===== src/rtl/mips_pkg.sv =====
// Shared definitions for the multi-cycle MIPS-subset core: encodings, FSM
// states, trap causes and the ALU operation set.
package mips_pkg;

  // Primary opcodes
  localparam logic [5:0] OP_RTYPE = 6'h00;
  localparam logic [5:0] OP_J     = 6'h02;
  localparam logic [5:0] OP_JAL   = 6'h03;
  localparam logic [5:0] OP_BEQ   = 6'h04;
  localparam logic [5:0] OP_ADDI  = 6'h08;
  localparam logic [5:0] OP_SLTI  = 6'h0A;
  localparam logic [5:0] OP_LW    = 6'h23;
  localparam logic [5:0] OP_SW    = 6'h2B;

  // R-type function codes
  localparam logic [5:0] FN_JR  = 6'h08;
  localparam logic [5:0] FN_ADD = 6'h20;
  localparam logic [5:0] FN_SUB = 6'h22;
  localparam logic [5:0] FN_AND = 6'h24;
  localparam logic [5:0] FN_OR  = 6'h25;
  localparam logic [5:0] FN_SLT = 6'h2A;

  typedef enum logic [2:0] {FETCH, DECODE, EXEC, MEM, WB, ERR} state_e;

  typedef enum logic [1:0] {
    CAUSE_NONE     = 2'd0,
    CAUSE_ILLEGAL  = 2'd1,
    CAUSE_MISALIGN = 2'd2,
    CAUSE_TIMEOUT  = 2'd3
  } trap_cause_e;

  typedef enum logic [2:0] {ALU_ADD, ALU_SUB, ALU_AND, ALU_OR, ALU_SLT} alu_op_e;

  function automatic logic [31:0] sext16(input logic [15:0] imm);
    return {{16{imm[15]}}, imm};
  endfunction

  // Arithmetic wraps modulo 2^32; SLT is a signed compare yielding 0/1.
  function automatic logic [31:0] alu(input alu_op_e op, input logic [31:0] a,
                                      input logic [31:0] b);
    case (op)
      ALU_SUB: return a - b;
      ALU_AND: return a & b;
      ALU_OR:  return a | b;
      ALU_SLT: return {31'b0, $signed(a) < $signed(b)};
      default: return a + b;
    endcase
  endfunction

endpackage


===== src/rtl/mips_regfile.sv =====
// 32x32 register file: two combinational read ports, a debug read port,
// one synchronous write port and an asynchronous clear. r0 is hardwired 0.
module mips_regfile (
  input  logic        clock,
  input  logic        rst,
  input  logic        we,
  input  logic [4:0]  waddr,
  input  logic [31:0] wdata,
  input  logic [4:0]  raddr1,
  output logic [31:0] rdata1,
  input  logic [4:0]  raddr2,
  output logic [31:0] rdata2,
  input  logic [4:0]  dbg_addr,
  output logic [31:0] dbg_data
);

  logic [31:0] regs [32];

  // Register array with clear-on-reset and r0 write suppression.
  // NOTE: the array is reset because software relies on every register
  // reading zero after reset; a plain RAM macro cannot be used as a result.
  always_ff @(posedge clock or posedge rst) begin
    if (rst) begin
      for (int i = 0; i < 32; i++) regs[i] <= '0;
    end else if (we && waddr != 5'd0) begin
      regs[waddr] <= wdata;
    end
  end

  assign rdata1   = (raddr1   == 5'd0) ? '0 : regs[raddr1];
  assign rdata2   = (raddr2   == 5'd0) ? '0 : regs[raddr2];
  assign dbg_data = (dbg_addr == 5'd0) ? '0 : regs[dbg_addr];

endmodule


===== src/rtl/mc_mips_core.sv =====
// Multi-cycle MIPS-subset core with a single shared instruction/data memory
// port. FETCH/DECODE/EXEC/MEM/WB state machine, sticky trap on illegal
// instructions, misaligned addresses and (optionally) bus timeouts.
module mc_mips_core
  import mips_pkg::*;
#(
  parameter logic [31:0] RESET_PC = 32'h0000_0000,
  parameter int unsigned ADDR_W   = 32,
  parameter int unsigned MAX_WAIT = 0
) (
  input  logic              clock,
  input  logic              rst,
  output logic              mem_req,
  output logic              mem_we,
  output logic [ADDR_W-1:0] mem_addr,
  output logic [31:0]       mem_wdata,
  input  logic [31:0]       mem_rdata,
  input  logic              mem_ready,
  output logic [31:0]       pc,
  output logic              instr_done,
  output logic              trap,
  output logic [1:0]        trap_cause,
  input  logic [4:0]        dbg_addr,
  output logic [31:0]       dbg_data
);

  state_e      state;
  trap_cause_e cause;
  logic [31:0] ir, a_reg, b_reg, alu_out, mdr;
  logic [31:0] wait_cnt;

  // Instruction fields
  logic [5:0]  opcode, funct;
  logic [4:0]  rs, rt, rd;
  logic [31:0] imm_ext;
  logic [25:0] jidx;
  assign opcode  = ir[31:26];
  assign rs      = ir[25:21];
  assign rt      = ir[20:16];
  assign rd      = ir[15:11];
  assign funct   = ir[5:0];
  assign jidx    = ir[25:0];
  assign imm_ext = sext16(ir[15:0]);

  logic is_jr;
  assign is_jr = (opcode == OP_RTYPE) && (funct == FN_JR);

  // Register file
  logic        rf_we;
  logic [4:0]  rf_waddr;
  logic [31:0] rf_wdata, rs_data, rt_data;

  // jal links in DECODE; everything else writes back in WB.
  assign rf_we    = (state == WB) || (state == DECODE && opcode == OP_JAL);
  assign rf_waddr = (state == DECODE) ? 5'd31 : ((opcode == OP_RTYPE) ? rd : rt);
  assign rf_wdata = (state == DECODE) ? pc : ((opcode == OP_LW) ? mdr : alu_out);

  mips_regfile u_regfile (
    .clock    (clock),
    .rst      (rst),
    .we       (rf_we),
    .waddr    (rf_waddr),
    .wdata    (rf_wdata),
    .raddr1   (rs),
    .rdata1   (rs_data),
    .raddr2   (rt),
    .rdata2   (rt_data),
    .dbg_addr (dbg_addr),
    .dbg_data (dbg_data)
  );

  // Legality check of the opcode/funct pair.
  logic legal;
  always_comb begin
    // NOTE: every variable assigned in a combinational block gets a default
    // first so no path leaves it unassigned and a latch is never inferred.
    legal = 1'b0;
    case (opcode)
      OP_RTYPE: legal = funct inside {FN_ADD, FN_SUB, FN_AND, FN_OR, FN_SLT, FN_JR};
      OP_J, OP_JAL, OP_BEQ, OP_ADDI, OP_SLTI, OP_LW, OP_SW: legal = 1'b1;
      default:  legal = 1'b0;
    endcase
  end

  // ALU operand/operation selection; lw/sw reuse ALU_ADD with the immediate.
  alu_op_e     alu_op;
  logic [31:0] alu_b, alu_result;
  always_comb begin
    alu_op = ALU_ADD;
    alu_b  = imm_ext;
    if (opcode == OP_RTYPE) begin
      alu_b = b_reg;
      case (funct)
        FN_SUB:  alu_op = ALU_SUB;
        FN_AND:  alu_op = ALU_AND;
        FN_OR:   alu_op = ALU_OR;
        FN_SLT:  alu_op = ALU_SLT;
        default: alu_op = ALU_ADD;
      endcase
    end else if (opcode == OP_SLTI) begin
      alu_op = ALU_SLT;
    end
  end
  assign alu_result = alu(alu_op, a_reg, alu_b);

  // Memory port: a request is outstanding in FETCH and MEM only, and is
  // forced low while reset is held so a pending access drops immediately.
  logic [31:0] addr_full;
  assign addr_full = (state == MEM) ? alu_out : pc;
  assign mem_req   = (state == FETCH || state == MEM) && !rst;
  assign mem_we    = (state == MEM) && (opcode == OP_SW);
  assign mem_addr  = addr_full[ADDR_W-1:0];
  assign mem_wdata = b_reg;

  logic wait_expired;
  assign wait_expired = (MAX_WAIT != 0) && mem_req && !mem_ready &&
                        (wait_cnt == 32'(MAX_WAIT - 1));

  assign trap       = (state == ERR);
  assign trap_cause = cause;

  // Retirement pulse: asserted in the last cycle before returning to FETCH.
  always_comb begin
    instr_done = 1'b0;
    case (state)
      DECODE:  instr_done = (opcode == OP_J) || (opcode == OP_JAL) ||
                            (is_jr && rs_data[1:0] == 2'b00);
      EXEC:    instr_done = (opcode == OP_BEQ);
      MEM:     instr_done = mem_ready && (opcode == OP_SW);
      WB:      instr_done = 1'b1;
      default: instr_done = 1'b0;
    endcase
  end

  // Control FSM and datapath registers.
  // NOTE: sequential state uses non-blocking assignments so every register
  // samples pre-edge values, independent of statement order.
  always_ff @(posedge clock or posedge rst) begin
    if (rst) begin
      state    <= FETCH;
      cause    <= CAUSE_NONE;
      pc       <= RESET_PC;
      ir       <= '0;
      a_reg    <= '0;
      b_reg    <= '0;
      alu_out  <= '0;
      mdr      <= '0;
      wait_cnt <= '0;
    end else begin
      case (state)
        FETCH: begin
          if (mem_ready) begin
            ir       <= mem_rdata;
            pc       <= pc + 32'd4;
            wait_cnt <= '0;
            state    <= DECODE;
          end else if (wait_expired) begin
            cause    <= CAUSE_TIMEOUT;
            wait_cnt <= '0;
            state    <= ERR;
          end else begin
            wait_cnt <= wait_cnt + 32'd1;
          end
        end

        DECODE: begin
          a_reg   <= rs_data;
          b_reg   <= rt_data;
          alu_out <= pc + (imm_ext << 2);
          if (!legal) begin
            cause <= CAUSE_ILLEGAL;
            state <= ERR;
          end else if (opcode == OP_J || opcode == OP_JAL) begin
            pc    <= {pc[31:28], jidx, 2'b00};
            state <= FETCH;
          end else if (is_jr) begin
            if (rs_data[1:0] != 2'b00) begin
              cause <= CAUSE_MISALIGN;
              state <= ERR;
            end else begin
              pc    <= rs_data;
              state <= FETCH;
            end
          end else begin
            state <= EXEC;
          end
        end

        EXEC: begin
          case (opcode)
            OP_BEQ: begin
              if (a_reg == b_reg) pc <= alu_out;
              state <= FETCH;
            end
            OP_LW, OP_SW: begin
              alu_out <= alu_result;
              if (alu_result[1:0] != 2'b00) begin
                cause <= CAUSE_MISALIGN;
                state <= ERR;
              end else begin
                state <= MEM;
              end
            end
            default: begin
              alu_out <= alu_result;
              state   <= WB;
            end
          endcase
        end

        MEM: begin
          if (mem_ready) begin
            if (opcode == OP_LW) mdr <= mem_rdata;
            wait_cnt <= '0;
            state    <= (opcode == OP_LW) ? WB : FETCH;
          end else if (wait_expired) begin
            cause    <= CAUSE_TIMEOUT;
            wait_cnt <= '0;
            state    <= ERR;
          end else begin
            wait_cnt <= wait_cnt + 32'd1;
          end
        end

        WB:      state <= FETCH;
        ERR:     state <= ERR;
        default: state <= ERR;
      endcase
    end
  end

endmodule


===== config.mk =====
export PLATFORM = sky130hd
export DESIGN_NAME = mc_mips_core
export DESIGN_NICKNAME = d
export VERILOG_FILES = /design/src/rtl/mips_pkg.sv /design/src/rtl/mips_regfile.sv /design/src/rtl/mc_mips_core.sv
export SDC_FILE = /design/constraint.sdc
export NUM_CORES = 2
export LEC_CHECK = 0
export ABC_AREA = 0
export CORE_MARGIN = 2
export CORE_UTILIZATION = 65
export DETAILED_ROUTE_END_ITERATION = 16
export DONT_BUFFER_PORTS = 1
export HOLD_SLACK_MARGIN = 0.08
export PLACE_DENSITY_LB_ADDON = 0.15
export SLEW_MARGIN = 20
export SYNTH_ARGS = -nofsm -noshare
export SYNTH_HDL_FRONTEND = slang
export SYNTH_SLANG_ARGS = --single-unit
export TNS_END_PERCENT = 20

===== constraint.sdc =====
create_clock -name clock -period 55.6 [get_ports clock]
set_input_delay 11.12 -clock clock [delete_from_list [all_inputs] [get_ports clock]]
set_output_delay 11.12 -clock clock [all_outputs]
set_load 0.02 [all_outputs]

==> out/results.md <==
| Stage | Item | Reported |
| --- | --- | --- |
| global route | Remaining global-route overflow | 0 |
| setup path | Max stage delay on crit path | 0.82 ns |
| clocking | CTS tree | done |
| clocking | Clock network latency to the later pin of the worst-skew pair | 0.76 ns |
| sta | Setup repair after global routing missed its margin | no |
| setup path | Maximum fanout encountered on the critical timing path | 257 |
| setup path | Largest delay share family, worst path | simple AND/OR/NAND/NOR gates |
| power and ir drop | P_int | 1910 uW |
| placed design | GPL Wtd Cong | 1.038 |
| die | Die width | 347.1 microns |
| clocking | Root buf cell | sky130_fd_sc_hd__clkbuf_16 |
| power and ir drop | Power share of the sequential group | 0.375 |
| clocking | Buffer depth of the longest clock path | 3 |
| clocking | Deepest level of the CTS H-tree | 4 |
| placed design | Placed wire-length estimate after detailed placement | 158.2 mm |
| global route | Met1 Resource Use GR | 0.5683 |
| route | Total wire length | 268.0 mm |
| die | Number of placed I/O pins | 174 |
| clocking | Number of instances resized during post-cts repair | 0 |
| flow run | Maxcap violations | 0 |
| sta | Final Max Tran Viols | 0 |
| sta | Maximum clock frequency | 40.21 MHz |
| power and ir drop | Fraction of power spent switching nets | 0.3851 |
| yosys | Number of warnings issued by yosys | 0 |
| die | Area enclosed by the die boundary | 120,500 sq um |
| yosys | Distinct cell type count of the synthesized netlist | 84 |
| final layout | Number of nets in the layout | 6,653 |
| die | Starting density of the core | 0.6568 |
| sta | Slew at the pin closest to its max-slew limit | 1.212 ns |
| setup path | Worst path slowest cell | sky130_fd_sc_hd__or4_1 |
| setup path | Critical path class | primary input to output port |
| clocking | Clock edge transition at the registers on the reported setup and hold paths | 0.06 ns |
| power and ir drop | Leakage component of the power | 0.03332 uW |
| global route | Largest net degree at the start of global routing | 258 |
| route | Number of search-and-repair iterations in the first detailed-routing pass | 6 |
| yosys | Mapped Cells | 6,953 |
| yosys | Top_reg_cell synth | sky130_fd_sc_hd__dfrtp_1 |
| setup path | Cell depth of the worst setup path | 3 |
| sta | Total of endpoints with negative setup slack in the final report | 0 |
| global route | GRT busiest layer | met2 |
| run status | Outcome | completed |
| hold path | Hold Crit Depth | 0 |
| die | Core region area | 116,500 sq um |
| route | Final routed DRC violation total | 0 |
| clocking | Total of hold buffers inserted after clock tree synthesis | 0 |
| die | Core Rows | 125 |
| hold path | Type of the worst min-delay path | register to register |
| clocking | Post-CTS setup repair buffer count | 0 |
| power and ir drop | Max VDD drop | 0.00003532 V |
| yosys | Register bit count reported by yosys | 1,221 |
| global route | Initial antenna violation count | 13 |
| power and ir drop | Combinational share of power | 0.319 |
| power and ir drop | Clock network power share | 0.306 |
| clocking | TritonCTS buffer count | 135 |
| global route | Via count of the first global-routing pass | 60,640 |
| global route | Met2 usage | 0.6466 |
| setup path | Cells along the critical path | or4_1 > nor2_4 > nor2_1 |
| setup path | Number of buffer and inverter stages on the critical path | 0 |
| route | Drt wl/cell | 33.00 microns |
| yosys | Leading area contributor after synthesis | sky130_fd_sc_hd__dfrtp_1 |
| final layout | Number of flip-flops under the largest register name | 1,024 |
| power and ir drop | Net load switching power | 1196 uW |
| route | Vias | 62,010 |
| route | Routed Antenna Nets | 0 |
| yosys | Post-Synthesis Cell Area | 76,530 sq um |
| setup path | Sort of element at the end of the critical path | output port |
| yosys | Synth async-reset ratio | 1.000 |
| global route | Total routing resource utilization after global routing | 0.4508 |
| setup path | Worst r2r path cells | 17 |
| yosys | Syn nets | 7,122 |
| yosys | Number of enable flip-flop cells after synthesis | 0 |
| final layout | Leading cell type in the layout, fill and taps excluded | sky130_fd_sc_hd__nand2_1 |
| final layout | Fraction of final layout cells with drive strength greater than 1 | 0.2233 |
| global route | First-pass GRT wire length | 398.6 mm |
| placed design | Count of buffers from port buffering | 0 |
| setup path | Critical path arrival | 13.75 ns |
| sta | Post-route clock period utilization | 0.4473 |
| sta | Post-layout minimum cycle time | 24.87 ns |
| yosys | Post-synth top area share | 0.3992 |
| sta | Final hold viol count | 0 |
| global route | Met3 Resource Use GR | 0.1756 |
| yosys | Largest cells by area after synthesis | sky130_fd_sc_hd__dfrtp_1 40%, sky130_fd_sc_hd__mux4_2 26%, sky130_fd_sc_hd__o21ai_0 7.5% |
| yosys | Mean area per synthesized cell | 11.01 sq um |
| sta | Worst-case clock skew | 0.03485 ns |
| final layout | Most frequent cells in the layout | 1,230 x sky130_fd_sc_hd__nand2_1, 1,210 x sky130_fd_sc_hd__dfrtp_1, 1,139 x sky130_fd_sc_hd__o21ai_0 |
| setup path | Required time at the endpoint of the critical path | 44.48 ns |
| final layout | Synth-to-Final Area Change | 6.866% |
| yosys | Sequential element share of the synthesized area | 0.3992 |
| die | Y dimension of the die | 347.1 microns |
| route | DR vias/cell | 7.636 |
| sta | Worst slew margin | 0.1687 |
| clocking | # clock sinks | 1,221 |
| power and ir drop | Power per standard cell area | 37.97 nW/um^2 |
| route | Detailed router's first-iteration violation count | 8,786 |
| sta | TNS Setup | 0 ns |
| final layout | Register bank with the most flops | u_regfile.regs |
| setup path | Setup crit start kind | primary input |
| power and ir drop | Overall power of the completed layout | 3106 uW |
-- metrics by stage --
| stage | instance area (sq um) | std cells | hold slack (ns) | util | worst slack [ns] |
|---|---|---|---|---|---|
| after floorplan | 76530 | 6953 | 0.4580 | - | 10.08 |
| after global routing | 81770 | 8116 | 0.4332 | 0.7018 | 30.83 |
| after detailed placement | 76990 | 7865 | 0.4027 | 0.6607 | 31.23 |
| after CTS | 81640 | 8110 | 0.4165 | 0.7006 | 31.23 |
| after global placement | 76980 | 7865 | 0.4000 | 0.6607 | 31.23 |
| final | 81790 | 8121 | 0.4161 | 0.7019 | 30.73 |
-- cell type report --
type,instances,area [sq um]
antenna,5,12.51
clock buffer,182,3842
clock inverter,63,808.3
fill,8131,34730
inverter,115,439.2
multi-input combinational,4898,43150
sequential,1221,30590
tap,1524,1907
timing repair buffer,113,1035
-- synth_stat cells, drive strengths merged (19+ instances only) --
cell type and n:
a211oi 30, a21o 48, a21oi 211, a221o 23, a221oi 38, a22o 28, a31oi 24, and3 19
buf 161, clkbuf 558, dfrtp 1221, ha 126, inv 115, mux2 135, mux2i 157, mux4 886
nand2 1234, nand2b 54, nand3 43, nor2 206, nor3 42, o211ai 33, o21ai 1172, o221ai 33
o22ai 44, or2 28, xnor2 34, xor2 28
-- worst reg2reg max path: cells and delay by family (launching register included) --
| family | cells | cell delay (ns) |
|---|---|---|
| fa+ha+maj | 1 | 0.54 |
| compound gates | 8 | 2.51 |
| flops | 1 | 0.61 |
| buf+inv | 2 | 0.45 |
| simple gates | 6 | 2.22 |
-- layer usage --
metal  up-vias  wire [microns]
li1      24940               -
met1     30870           89220
met3      1237           40730
met2      4949          116200
met4        16           21740
met5         -             109
-- worst paths after layout --
path	slack, ns	to	from
worst max register to register	49.17	alu_out[27]	ir[29]
max in group asynchronous	41.98	u_regfile.regs[530]	rst
worst min-delay path	0.42	u_regfile.regs[1020]	u_regfile.regs[1020]
worst max-delay path	30.73	dbg_data[30]	dbg_addr[0]
min in group asynchronous	10.38	mdr[27]	rst
worst min register to register	0.42	u_regfile.regs[1020]	u_regfile.regs[1020]
-- kinds of logic (layout without fill, tap and decap cells) --
family,count (synthesis),in the layout,synth area share
flip-flops,1221,1221,0.3992
AND/OR/NAND/NOR,1730,1730,0.09373
other,0,5,0
AO/OA/AOI/OAI,1799,1799,0.1344
adder cells (fa/ha/maj),129,129,0.02138
multiplexers,1178,1178,0.3011
buffers and inverters,834,473,0.04308
XOR/XNOR,62,62,0.007095
-- power by group through the flow --
| stage | Clock (uW) | Sequential [uW] | Combinational, uW |
|---|---|---|---|
| after floorplan | 0 | 1070 | 730 |
| after global placement | 0 | 1160 | 938 |
| after detailed placement | 0 | 1170 | 958 |
| after CTS | 954 | 1150 | 961 |
| after global routing | 989 | 1170 | 1040 |
| final | 950 | 1160 | 992 |
No activity file was read; power rests on OpenSTA's default activity.
